### config.mk
export PLATFORM = sky130hd
export DESIGN_NAME = bram_arbiter
export DESIGN_NICKNAME = d
export VERILOG_FILES = /design/src/rtl/bram_arbiter.sv
export SDC_FILE = /design/constraint.sdc
export NUM_CORES = 1
export LEC_CHECK = 0
export CAP_MARGIN = 10
export CORE_AREA = 5 5 190 119
export DETAILED_ROUTE_END_ITERATION = 10
export DIE_AREA = 0 0 195 124
export PLACE_DENSITY_LB_ADDON = 0.25
export REMOVE_ABC_BUFFERS = 1
export SYNTH_ARGS = -nofsm -noshare
export SYNTH_HDL_FRONTEND = slang
export SYNTH_SLANG_ARGS = --single-unit
export TNS_END_PERCENT = 30
### constraint.sdc
create_clock -name clock -period 5.73 [get_ports clock]
set_clock_uncertainty 0.2 [all_clocks]
set_input_delay 1.146 -clock clock [delete_from_list [all_inputs] [get_ports clock]]
set_output_delay 1.146 -clock clock [all_outputs]
set_load 0.05 [all_outputs]
### src/rtl/bram_arbiter.sv
// Two-port (fetch/data) to single-port block-RAM arbiter with one transaction in
// flight, one pending slot per port, and round-robin or data-first tie breaking.
module bram_arbiter #(
    parameter bit round_robin = 1'b1
) (
    input  logic        clock,
    input  logic        reset,
    input  logic        imem_valid,
    input  logic [31:0] imem_addr,
    output logic [31:0] imem_rdata,
    output logic        imem_ready,
    input  logic        dmem_valid,
    input  logic [31:0] dmem_addr,
    input  logic [31:0] dmem_wdata,
    input  logic [3:0]  dmem_wstrb,
    output logic [31:0] dmem_rdata,
    output logic        dmem_ready,
    output logic        bram_valid,
    output logic        bram_instr,
    output logic [31:0] bram_addr,
    output logic [31:0] bram_wdata,
    output logic [3:0]  bram_wstrb,
    input  logic [31:0] bram_rdata,
    input  logic        bram_ready,
    output logic        dbg_state
);

    typedef enum logic {IDLE = 1'b0, REQ = 1'b1} state_t;

    state_t      state, state_next;
    logic        pend_i, pend_d, pend_i_next, pend_d_next;
    logic [31:0] pend_i_addr, pend_d_addr, pend_d_wdata;
    logic [3:0]  pend_d_wstrb;
    logic        last_instr, last_instr_next;
    logic [31:0] bram_addr_next, bram_wdata_next;
    logic [3:0]  bram_wstrb_next;
    logic        bram_instr_next;

    logic        busy_i, busy_d, acc_i, acc_d, cand_i, cand_d;
    logic        arb_en, grant_any, grant_i, take_i, take_d, done;

    // Handshake: x_valid is a one-cycle strobe accepted unless that port already
    // has a pending or in-flight request; bram_valid stays high until bram_ready,
    // and x_ready is a one-cycle pulse coinciding with bram_ready.
    always_comb begin
        done      = (state == REQ) & bram_ready;
        busy_i    = (state == REQ) & ~bram_ready & bram_instr;
        busy_d    = (state == REQ) & ~bram_ready & ~bram_instr;
        acc_i     = imem_valid & ~pend_i & ~busy_i;
        acc_d     = dmem_valid & ~pend_d & ~busy_d;
        cand_i    = pend_i | acc_i;
        cand_d    = pend_d | acc_d;
        arb_en    = (state == IDLE) | bram_ready;
        grant_any = cand_i | cand_d;
        if (cand_i && cand_d) grant_i = round_robin ? ~last_instr : 1'b0;
        else                  grant_i = cand_i;
        take_i    = arb_en & grant_any & grant_i;
        take_d    = arb_en & grant_any & ~grant_i;
    end

    always_comb begin
        state_next      = state;
        last_instr_next = last_instr;
        bram_addr_next  = bram_addr;
        bram_wdata_next = bram_wdata;
        bram_wstrb_next = bram_wstrb;
        bram_instr_next = bram_instr;
        pend_i_next     = (pend_i | acc_i) & ~take_i;
        pend_d_next     = (pend_d | acc_d) & ~take_d;
        if (arb_en) state_next = grant_any ? REQ : IDLE;
        if (take_i) begin
            bram_addr_next  = pend_i ? pend_i_addr : imem_addr;
            bram_wdata_next = '0;
            bram_wstrb_next = 4'b0000;
            bram_instr_next = 1'b1;
            last_instr_next = 1'b1;
        end else if (take_d) begin
            bram_addr_next  = pend_d ? pend_d_addr  : dmem_addr;
            bram_wdata_next = pend_d ? pend_d_wdata : dmem_wdata;
            bram_wstrb_next = pend_d ? pend_d_wstrb : dmem_wstrb;
            bram_instr_next = 1'b0;
            last_instr_next = 1'b0;
        end
    end

    always_ff @(posedge clock or posedge reset) begin
        if (reset) begin
            state        <= IDLE;
            pend_i       <= 1'b0;
            pend_d       <= 1'b0;
            pend_i_addr  <= '0;
            pend_d_addr  <= '0;
            pend_d_wdata <= '0;
            pend_d_wstrb <= '0;
            last_instr   <= 1'b0;
            bram_addr    <= '0;
            bram_wdata   <= '0;
            bram_wstrb   <= '0;
            bram_instr   <= 1'b0;
        end else begin
            state      <= state_next;
            pend_i     <= pend_i_next;
            pend_d     <= pend_d_next;
            last_instr <= last_instr_next;
            bram_addr  <= bram_addr_next;
            bram_wdata <= bram_wdata_next;
            bram_wstrb <= bram_wstrb_next;
            bram_instr <= bram_instr_next;
            // Fields are only captured when the request must wait for a later grant.
            if (acc_i && !take_i) pend_i_addr <= imem_addr;
            if (acc_d && !take_d) begin
                pend_d_addr  <= dmem_addr;
                pend_d_wdata <= dmem_wdata;
                pend_d_wstrb <= dmem_wstrb;
            end
        end
    end

    // Valid is gated by ready so the RAM never sees a request in its ready cycle.
    always_comb begin
        bram_valid = (state == REQ) & ~bram_ready;
        imem_ready = done & bram_instr;
        dmem_ready = done & ~bram_instr;
        imem_rdata = imem_ready ? bram_rdata : '0;
        dmem_rdata = dmem_ready ? bram_rdata : '0;
        dbg_state  = state;
    end

endmodule
==> flow_summary.json, run 1 <==
{
  "crit_path_top_delay_cell": "clkdlybuf4s50_1",
  "drc_errors": 0,
  "drt_iter0_drc": 263,
  "cpMostUsedCell": "clkdlybuf4s50_1",
  "grt_max_degree": 90,
  "status": "finished, final reports clean",
  "drtAntennaViolNets": 0,
  "vias_per_cell": 5.06,
  "critPathLaunchType": "input pin",
  "crit_path_end_kind": "output port",
  "slew_headroom_pct": 43.9,
  "core_area_mm2": 0.0206,
  "routed-wl-met2_um": 10700,
  "sequentialPowerShare_pct": 31.9,
  "pwr-share-clk_pct": 16.8,
  "cts_setup_buffers": 0,
  "reg2reg_slack_ns": 2.65,
  "pre_cts_slack_ns": 1.04,
  "firstDrtPassIters": 4,
  "critical_path.top_delay_family": "buffers and inverters",
  "cts_tree": "done",
  "fill_cells": 1692,
  "clock_tree.root_cell": "clkbuf_16",
  "vias": 6365,
  "synth_top_area_share_pct": 50.8,
  "cpPeakStageDelay_ns": 0.81,
  "yosysMostFrequentCell": "dfrtp_1",
  "crit_arrival_ns": 3.39,
  "worst_pin_slew_ns": 0.841,
  "wire_per_inst_um": 19.0,
  "antenna_found_initial": 3,
  "numCtsBuffers": 17,
  "drive_above_1_share_pct": 13.5,
  "fin_crit_sh_pct": 82.7,
  "path_cells": "clkdlybuf4s50_1 -> and3_1 -> and2_1 -> clkdlybuf4s50_1",
  "leakage_uw": 0.00527,
  "synth_cells": 715,
  "final_core_util_pct": 58.5,
  "cp_max_fo": 33,
  "dieArea_mm2": 0.0242,
  "synth.area.top_cells": "dfrtp_1 51%, mux2i_1 16%, mux2_2 10%, and2_1 4.7%, a221oi_1 3.3%",
  "vdd_drop_max_uv": 344,
  "synth_top_area_cell": "dfrtp_1",
  "placement.io_buffers": 273,
  "power.density_mw_per_mm2": 580,
  "rsz0062_at_grt": "false",
  "post-route-min-period_ns": 4.74,
  "p_int_uw": 4010,
  "setup.worst_path.class": "in -> out",
  "yosys-top-cells-count": "172 x dfrtp_1, 132 x mux2i_1, 77 x mux2_2, 64 x and2_1, 39 x nand2_1",
  "grt_pass1_wl_um": 36900,
  "syn_avg_cell_area_um2": 11.9,
  "synth_cell_types": 31,
  "p_sw_share_pct": 42.6,
  "io_pins": 274,
  "routed.top_layer": "met5",
  "wl_met3_um": 1360,
  "die_h_um": 124,
  "switchingPower_uw": 2980,
  "worstHoldPathType": "reg -> reg",
  "fmax_ghz": 0.211,
  "p_comb_share_pct": 51.3,
  "num_rows": 41,
  "grt_usage_pct": 19.3,
  "drv_slew": 0,
  "cts_sinks": 172,
  "finalSetupViolations": 0,
  "yosysSeqAreaShare_pct": 50.8,
  "grt_pass1_vias": 6539,
  "htreeDepth": 4,
  "clockBufferDepth": 2,
  "hold_violations": 0,
  "routabilityCongestion": 0.734,
  "cap_violations": 0,
  "async_flop_share_pct": 100,
  "critPathBufInv": 2,
  "n_antenna_cell": 0,
  "power_uw": 7000,
  "synth_edf_count": 0,
  "setup_ws_ns": 0.993,
  "ys_ff_latch": 172,
  "cp_data_required_time_ns": 4.38,
  "syn-cell-area_mm2": 0.00848,
  "totalWireLength_um": 23900,
  "hpwl_um": 16300,
  "ys.warnings.count": 0,
  "nets": 1107,
  "finalSetupTns_ns": 0,
  "synthToLayoutAreaGrowth_pct": 42.3,
  "cts_resized": 0,
  "clk_latency_ns": 0.43,
  "m1WireLength_um": 11600,
  "start_util_pct": 41.1,
  "die_x_um": 195,
  "synth_flop_cell": "dfrtp_1",
  "cts-hold-fix-buffers": 0,
  "path_clk_slew_ns": 0.06,
  "hold_slack_ns": 0.279,
  "grt_remaining_overflow": 0
}
[worst min-delay path, cell delays in order (launching register included)]
cell	delay (ns)
dfrtp_1	0.34
nand2_1	0.05
o21ai_0	0.06
[state kept, by name, indices dropped and copies added, names as in the netlist]
register	flops
bram_wdata	32
pend_d_wdata	32
pend_d	1
pend_i	1
bram_instr	1
bram_addr	32
pend_d_addr	32
pend_i_addr	32
pend_d_wstrb	4
bram_wstrb	4
dbg_state	1
[path summary, 6_finish.rpt]
path                          startpoint              end  cells past startpoint
max in group asynchronous          reset  pend_d_addr[25]                      3
max reg2reg                       pend_d  pend_i_addr[11]                      5
min reg2reg                bram_wstrb[1]    bram_wstrb[1]                      2
min in group asynchronous          reset   bram_wdata[26]                      2
min                        bram_wstrb[1]    bram_wstrb[1]                      2
max                           bram_ready   imem_rdata[10]                      4
[per-layer routing]
| metal | track usage (%) | vias to the layer above |
|---|---|---|
| li1 | - | 3046 |
| met1 | 28.1 | 3131 |
| met2 | 28.4 | 157 |
| met3 | 5.87 | 25 |
| met4 | 4.32 | 6 |
| met5 | 0 | - |
[layout make-up]
cell class	instances	area, um^2	area share, %
inverter	34	133	1.10
clock inverter	7	115	0.954
clock buffer	22	474	3.93
sequential	172	4310	35.7
timing repair buffer	288	2870	23.8
tap	279	349	2.89
multi-input combinational	457	3810	31.6
[logic make-up (layout without fill, tap and decap cells)]
logic type	Yosys count	count (layout)	synth area share [%]
multiplexers	233	233	29.0
flip-flops	172	172	50.8
AND/OR/NAND/NOR	146	146	9.28
buffers and inverters	86	351	4.66
AO/OA/AOI/OAI	78	78	6.29
[layout by cell type (no fill, tap or decap), types with 2 or more instances in the layout]
| cell | netlist | final |
|---|---|---|
| clkdlybuf4s50_1 | 0 | 273 |
| dfrtp_1 | 172 | 170 |
| mux2i_1 | 132 | 132 |
| mux2_2 | 77 | 77 |
| and2_1 | 64 | 64 |
| nand2_1 | 39 | 39 |
| o21ai_0 | 38 | 38 |
| inv_1 | 33 | 32 |
| nor3_1 | 32 | 32 |
| a221oi_1 | 32 | 32 |
| mux2_1 | 24 | 24 |
| clkbuf_16 | 0 | 17 |
| buf_4 | 8 | 13 |
| nor2_1 | 3 | 3 |
| bufinv_16 | 0 | 3 |
| clkbuf_8 | 0 | 3 |
| a21oi_1 | 2 | 2 |
| o21a_1 | 2 | 2 |
| clkbuf_1 | 20 | 2 |
| clkinv_2 | 0 | 2 |
| clkinvlp_4 | 0 | 2 |
| buf_12 | 0 | 2 |
[power groups by stage]
stage / combinational, uW / clock, uW / sequential (uW)
after floorplan: 1650 / 0 / 3050
after global placement: 3570 / 0 / 2230
after detailed placement: 3610 / 0 / 2250
after CTS: 3630 / 1200 / 2230
after global routing: 3820 / 1250 / 2310
final: 3590 / 1180 / 2230
[metrics by stage]
step,cells,instance area [um^2]
global placement,1230,11500
global route,1259,12100
detailed placement,1230,11500
finish,1259,12100
CTS,1259,12100
floorplan,663,8210
No activity file was read; power rests on OpenSTA's default activity.
==> run 2: changes to the inputs <==
--- a/config.mk
+++ b/config.mk
@@ -6,9 +6,9 @@
 export NUM_CORES = 1
 export LEC_CHECK = 0
 export CAP_MARGIN = 10
-export CORE_AREA = 5 5 190 119
+export CORE_AREA = 5 5 180 113
 export DETAILED_ROUTE_END_ITERATION = 10
-export DIE_AREA = 0 0 195 124
+export DIE_AREA = 0 0 185 118
 export PLACE_DENSITY_LB_ADDON = 0.25
 export REMOVE_ABC_BUFFERS = 1
 export SYNTH_ARGS = -nofsm -noshare
==> constraint.sdc (replaced) <==
create_clock -name clock -period 4.4 [get_ports clock]
set_clock_uncertainty 0.2 [all_clocks]
set_input_delay 0.88 -clock clock [delete_from_list [all_inputs] [get_ports clock]]
set_output_delay 0.88 -clock clock [all_outputs]
set_load 0.05 [all_outputs]
==> run 2 against run 1 <==
Effect of this change: critical path depth stayed put; sequential power increased by 30%; die area down 9.7%; highest routed layer unchanged; final area rose by 1.9%; register-to-register slack got worse by 0.93 ns; non-clock buffer count up 4; critical endpoint is now imem_ready; count of clock-buffer cells in the layout shrank 3; critical path type unchanged.
==> flow_summary.json, run 2 (synthesis results as in run 1) <==
{
  "clk_latency_ns": 0.42,
  "cp_max_fo": 16,
  "worstHoldPathType": "reg -> reg",
  "placement.io_buffers": 273,
  "clockBufferDepth": 2,
  "drv_slew": 0,
  "instances_no_fill": 1236,
  "grt_remaining_overflow": 0,
  "hpwl_um": 16600,
  "start_util_pct": 45.7,
  "io_pins": 274,
  "dp.cells": 1201,
  "path_clk_slew_ns": 0.07,
  "worst_pin_slew_ns": 0.799,
  "cts_sinks": 172,
  "post-route-min-period_ns": 3.74,
  "cap_violations": 0,
  "crit_arrival_ns": 2.66,
  "power.density_mw_per_mm2": 746,
  "dieArea_mm2": 0.0218,
  "rsz0062_at_grt": "false",
  "clock_tree.root_cell": "clkbuf_16",
  "vias": 6400,
  "slew_headroom_pct": 46.7,
  "critPathLaunchType": "input pin",
  "fin_area_mm2": 0.0123,
  "die_h_um": 118,
  "setup.worst_path.class": "in -> out",
  "status": "finished, final reports clean",
  "leakage_uw": 0.00548,
  "num_rows": 39,
  "cts_resized": 0,
  "core_area_mm2": 0.0185,
  "fin_crit_sh_pct": 85.1,
  "placed_area_mm2": 0.0117,
  "firstDrtPassIters": 5,
  "finalSetupViolations": 0,
  "most-common-layout-cells": "210 x clkdlybuf4s50_1, 170 x dfrtp_1, 132 x mux2i_1",
  "antenna_found_initial": 2,
  "finalSetupTns_ns": 0,
  "vdd_drop_max_uv": 398,
  "grt_usage_pct": 21.5,
  "drt_iter0_drc": 453,
  "fmax_ghz": 0.267,
  "cts_setup_buffers": 0,
  "nets": 1111,
  "drive_above_1_share_pct": 20.5,
  "cp_data_required_time_ns": 3.32,
  "fill_cells": 1460,
  "routabilityCongestion": 0.811,
  "drtAntennaViolNets": 0,
  "hold_violations": 0,
  "die_x_um": 185,
  "vias_per_cell": 5.18,
  "totalWireLength_um": 23700,
  "cts_tree": "done",
  "grt_max_degree": 72,
  "wire_per_inst_um": 19.2,
  "cts-hold-fix-buffers": 0,
  "htreeDepth": 4,
  "crit_path_end_kind": "output port",
  "layout_commonest_cell": "clkdlybuf4s50_1",
  "grt_pass1_vias": 6446,
  "synthToLayoutAreaGrowth_pct": 45.0,
  "numCtsBuffers": 17,
  "grt_pass1_wl_um": 37400,
  "drc_errors": 0
}
[run 2: final cells by class]
cell class | count | area (um^2) | share of cell area (%)
Tap cell | 246 | 308 | 2.50
Timing Repair Buffer | 292 | 3160 | 25.7
Antenna cell | 3 | 7.51 | 0.0611
Multi-Input combinational cell | 457 | 3810 | 31.0
Clock buffer | 19 | 433 | 3.52
Inverter | 34 | 133 | 1.08
Sequential cell | 172 | 4310 | 35.1
Clock inverter | 13 | 133 | 1.08
[run 2: per-stage QoR]
stage / power [uW] / hold slack [ns] / utilization [%] / worst slack, ns
detailed placement: 7780 / 0.271 / 63.2 / 0.651
finish: 9170 / 0.279 / 66.3 / 0.656
floorplan: 6120 / 0.258 / - / -1.72
global placement: 7660 / 0.260 / 63.2 / 0.663
global route: 9660 / 0.300 / 66.2 / 0.571
CTS: 9250 / 0.286 / 66.2 / 0.654
[run 2: final timing paths]
check	end	startpoint	slack, ns	cells past startpoint
min in group asynchronous	pend_d_wdata[14]	reset	0.67	2
setup reg to reg	bram_addr[21]	pend_d	1.72	5
setup / recovery	imem_ready	bram_ready	0.66	4
max in group asynchronous	bram_addr[10]	reset	2.30	3
hold reg to reg	bram_wdata[16]	bram_wdata[16]	0.28	2
hold / removal	bram_wdata[16]	bram_wdata[16]	0.28	2
[run 2: worst max-delay path: stages]
cell,delay (ns)
clkdlybuf4s50_1,0.48
and3_1,0.27
buf_4,0.22
clkdlybuf4s50_1,0.82
[run 2: layer usage]
metal | wire [um] | share of wire [%] | vias up | track usage, %
met5 | 14 | 0.059 | - | 0
li1 | - | - | 3047 | -
met4 | 144 | 0.61 | 4 | 3.57
met2 | 10700 | 45 | 188 | 31.1
met1 | 11000 | 46 | 3143 | 32.7
met3 | 1910 | 8.0 | 18 | 5.78
[run 2: report_power, final]
group          internal (uW)  total (uW)  switching, uW
logic                   2030        4850           2820
clock network            751        1440            688
registers               2370        2890            512
total                   5150        9170           4020
==> edit 1, RTL diff (flow settings as in run 2) <==
Set the parameter `round_robin` to 1'b0 (it was 1'b1).
--- a/src/rtl/bram_arbiter.sv
+++ b/src/rtl/bram_arbiter.sv
@@ -1,7 +1,7 @@
 // Two-port (fetch/data) to single-port block-RAM arbiter with one transaction in
 // flight, one pending slot per port, and round-robin or data-first tie breaking.
 module bram_arbiter #(
-    parameter bit round_robin = 1'b1
+    parameter bit round_robin = 1'b0
 ) (
     input  logic        clock,
     input  logic        reset,
Formal check against the unedited RTL: not equivalent (Yosys sat finds a counterexample within 4 cycles, from zero or initial values and one cycle with reset high).
==> edit 1 against run 2 <==
Combinational power down 46%; cell area down 2.8%; sequential cell count unchanged; routed wire length down 1.4%; power down 27%; critical endpoint unchanged; largest power group unchanged; largest cell class unchanged; clock power up 6%; setup slack better by 0.14 ns; area after synthesis down 3.9%; critical path depth down 1.
==> edit 1: results (changes against run 2) <==
* Adder-cell share of the synthesized area at 0 (unchanged)
* Placed cell areas at 11300 um2 (-3.2%)
* RR Endpoint: bram_wdata[9]$_DFFE_PP0P_
* Post-synth top flop: dfrtp_1
* Setup Total Neg Slack at 0 ns (unchanged)
* Clock slew at reported path FFs at 0.07 ns (about the same)
* Leakage at 5.07 nW (-7.5%)
* Port bufs at 273 (unchanged)
* CP max stage cell: clkdlybuf4s50_1
* Register area share after synthesis at 0.528 (+0.0207)
* WHS Path Cells at 1 (-1)
* Avg Cell Area, Syn at 12.7 um2 (+7.0%)
* Number of global-route vias before repair at 6432 (-0.22%)
* Synth top area cells: dfrtp_1 53%, mux2i_1 12%, mux2_2 11%
* Multiplexer share of the synthesized area at 0.261 (-0.0289)
* GR Layer Usage met1 at 0.295 (-0.0318)
* Worst Tran Pin Value at 1.14 ns (+0.342 ns)
* Grt met2 use at 0.345 (+0.0342)
* GRT Total Usage at 0.212 (-0.00251)
* Hold endpoint: pend_d_wdata[28]$_DFFE_PP0P_
* Yosys cell types at 27 (-13%)
* Fmax at 278 MHz (+3.9%)
* Gp weighted congestion at 0.790 (-2.6%)
* Async set or reset register ratio after synthesis at 1.00 (unchanged)
* Fin Hold WS at 0.290 ns (+0.0108 ns)
* Maximum root-to-sink buffer count at 2 (unchanged)
* First-pass GRT wire length at 36800 um (-1.7%)
* NumNets Final at 1034 (-6.9%)
* Drt first-iter violations at 388 (-14%)
* WP data arrival at 2.52 ns (-0.14 ns)
* Syn. warnings at 0 (unchanged)
* Placement Setup Slack at 0.820 ns (+0.169 ns)
* M3 GR Usage at 0.0361 (-0.0216)
* # DRC at 0 (unchanged)
* Largest net degree at the start of global routing at 74 (+2.8%)
* Synth cell count leaders: 172 x dfrtp_1, 100 x mux2i_1, 83 x mux2_2
* Share of cells above drive strength 1 at 0.226 (+0.0217)
* Avg Vias per Cell at 5.35 (+3.2%)
* Dpl cells at 1124 (-6.4%)
* Htree depth at 4 (unchanged)
* Post-DP HPWL at 16300 um (-1.7%)
* Synth Area in Compound Gates at 0.116 (+0.0526)
* R2R Setup Slk at 1.63 ns (-0.09 ns)
* XOR/XNOR Fraction of Synth Area at 0 (unchanged)
* Critical Path Max Stage Delay at 0.83 ns
* Peak VDD IR at 0.300 mV (-25%)
* Initial antenna violation count at 0 (-2)
* Hold_sp: pend_d_wdata[28]$_DFFE_PP0P_
* First-pass iteration count of the detailed router at 6 (+1)
* Via Count at 6185 (-3.4%)
* Status: finished, final reports clean
* Critical path peak fanout at 5 (-11)
* WL final at 23400 um (-1.4%)
==> edit 1: cell type report <==
class,count,area [um2]
flip-flops and latches,172,4310
repair buffers,287,3110
clock inverters,15,169
multi-input cells,417,3610
well taps,246,308
fillers,1391,6600
clock buffers,17,425
inverters,2,12.5
diodes,1,2.50
==> edit 1: routing by layer <==
metal / part of all wire / vias up
met2: 0.49 / 174
li1: - / 2859
met4: 0.013 / 0
met5: 0 / -
met3: 0.047 / 27
met1: 0.45 / 3125
==> edit 1: kinds of logic (layout without fill, tap and decap cells) <==
logic type,count (synthesis),after routing
AO/OA/AOI/OAI,135,135
flip-flops,172,172
multiplexers,200,200
other,0,1
AND/OR/NAND/NOR,82,82
buffers and inverters,53,321
==> edit 1: power by group <==
part	internal, mW	total, mW	switching, mW
Combinational	1.16	2.61	1.46
Sequential	2.16	2.53	0.371
Clock	0.814	1.52	0.703
Total	4.13	6.66	2.53
==> edit 2, RTL diff (settings of run 2) <==
Made on the original files. `bram_addr` and `bram_wdata` no longer have a reset.
--- a/src/rtl/bram_arbiter.sv
+++ b/src/rtl/bram_arbiter.sv
@@ -93,8 +93,6 @@
             pend_d_wdata <= '0;
             pend_d_wstrb <= '0;
             last_instr   <= 1'b0;
-            bram_addr    <= '0;
-            bram_wdata   <= '0;
             bram_wstrb   <= '0;
             bram_instr   <= 1'b0;
         end else begin
@@ -102,8 +100,6 @@
             pend_i     <= pend_i_next;
             pend_d     <= pend_d_next;
             last_instr <= last_instr_next;
-            bram_addr  <= bram_addr_next;
-            bram_wdata <= bram_wdata_next;
             bram_wstrb <= bram_wstrb_next;
             bram_instr <= bram_instr_next;
             // Fields are only captured when the request must wait for a later grant.
@@ -114,6 +110,11 @@
                 pend_d_wstrb <= dmem_wstrb;
             end
         end
+    end
+
+    always_ff @(posedge clock) begin
+        bram_addr  <= bram_addr_next;
+        bram_wdata <= bram_wdata_next;
     end
 
     // Valid is gated by ready so the RAM never sees a request in its ready cycle.
Formal check against the unedited RTL: not equivalent (a bounded check fails within 4 cycles, from zero or initial values and one cycle with reset high).
==> edit 2 against run 2 <==
Largest power group unchanged; sequential share of layout area rose by 1.8 points; sequential power hardly changed; global-route usage down 0.11 points; cell area decreased by 4.9%; area after synthesis is 6.3% lower; maximum frequency increased by 1.7%; sequential cell count did not move; final cell count fell by 5.3%; die area unchanged; power down 4.0%; routed wire length down 0.37%; worst hold slack worse by 0.024 ns; critical path depth stayed put; setup slack gained 0.062 ns.
==> edit 2: results (changes against run 2) <==
* Status: finished, final reports clean
* Hold endpoint: bram_wdata[31]$_SDFFE_PP0P_
* Critical Path Max Stage Delay at 0.84 ns (+0.02 ns)
* Diode count at 0 (-3)
* Gate Count Post-Synth at 654 (-8.5%)
* Synth top area cells: dfrtp_1 34%, mux2_2 16%, edfxtp_1 12%
* Clock power frac at 0.166 (+0.009)
* Clkbuf count at 21 (+2)
* Leakage at 4.75 nW (-13%)
* Initial antenna violation count at 1 (-1)
* Internal power at 5.17 mW (+0.33%)
* Placed cell areas at 11100 um2 (-5.1%)
* Placement Setup Slack at 0.728 ns (+0.0771 ns)
* Share of cells above drive strength 1 at 0.271 (+0.0667)
* Peak VDD IR at 0.353 mV (-11%)
* First-pass iteration count of the detailed router at 6 (+1)
* Inverters at 4 (-88%)
* Clock slew at reported path FFs at 0.07 ns (about the same)
* Worst setup endpoint: bram_valid
* RR Endpoint: bram_addr[0]$_DFFE_PP_
* NumNets Final at 1049 (-5.6%)
* Async set or reset register ratio after synthesis at 0.628 (-0.372)
* Non-CTS buffers at 288 (-1.4%)
* NonClk Buf Share at 0.266 (+0.00950)
* Number of synthesized flops with an enable pin at 32 (+32)
* Largest net degree at the start of global routing at 72 (unchanged)
* WL final at 23700 um (-0.37%)
* Routed wl met3 at 1910 um (-0.16%)
* Critical path peak fanout at 8 (-8)
* Number of global-route vias before repair at 6340 (-1.6%)
* Drt first-iter violations at 376 (-17%)
* Combinational power at 4.44 mW (-8.5%)
* Register Area at 4310 um2 (about the same)
* WP data arrival at 2.60 ns (-0.06 ns)
* Fin Hold WS at 0.255 ns (-0.0242 ns)
* Gp weighted congestion at 0.892 (+10%)
* Worst path top cell family by delay: buffers and inverters
* Comb_multi_in at 429 (-6.1%)
* Clock network share of area at 0.0491 (+0.00310)
* Max-slew headroom at 0.419 (-0.0482)
* M3 GR Usage at 0.0689 (+0.0111)
* Layout filler cell count at 1470 (+0.68%)
* GR Layer Usage met1 at 0.280 (-0.0472)
* Post-DP HPWL at 16200 um (-2.4%)
* Fmax at 272 MHz (+1.7%)
* R2R Setup Slk at 1.82 ns (+0.10 ns)
* GRT Total Usage at 0.214 (-0.00106)
* Register area share after synthesis at 0.542 (+0.0339)
* Post-synth top flop: dfrtp_1
* Grt met2 use at 0.334 (+0.0228)
* Dpl cells at 1139 (-5.2%)
* Via Count at 6184 (-3.4%)
* Met2 WL post-DR at 11000 um (+3.2%)
* Yosys cell types at 29 (-6.5%)
* Syn. warnings at 0 (unchanged)
* Post-DR wirelength/cell at 20.2 um (+5.2%)
## edit 2: cell types whose count changed in the layout (fill, tap and decap cells not counted), moves of 31 or more
cell	run 2	this run
mux2i_1	132	36
o22ai_1	0	64
dfrtp_1	170	107
mux2_2	77	112
a21oi_1	2	35
a221oi_1	32	0
dfxtp_1	0	32
edfxtp_1	0	32
nor3_1	32	0
inv_1	32	1
## edit 2: cells by family after synthesis
family | synth area share
AOI/OAI and AO/OA | 0.101
buffers and inverters | 0.0353
DFF | 0.542
muxes | 0.242
and+or+nand+nor | 0.0800
## edit 2: per-stage QoR
| step | total power [mW] | util |
|---|---|---|
| 6_report | 8.81 | 0.630 |
| 5_1_grt | 9.27 | 0.630 |
| 4_1_cts | 8.88 | 0.630 |
| 3_5_place_dp | 7.38 | 0.600 |
| 3_3_place_gp | 7.30 | 0.600 |
| 2_1_floorplan | 5.86 | - |
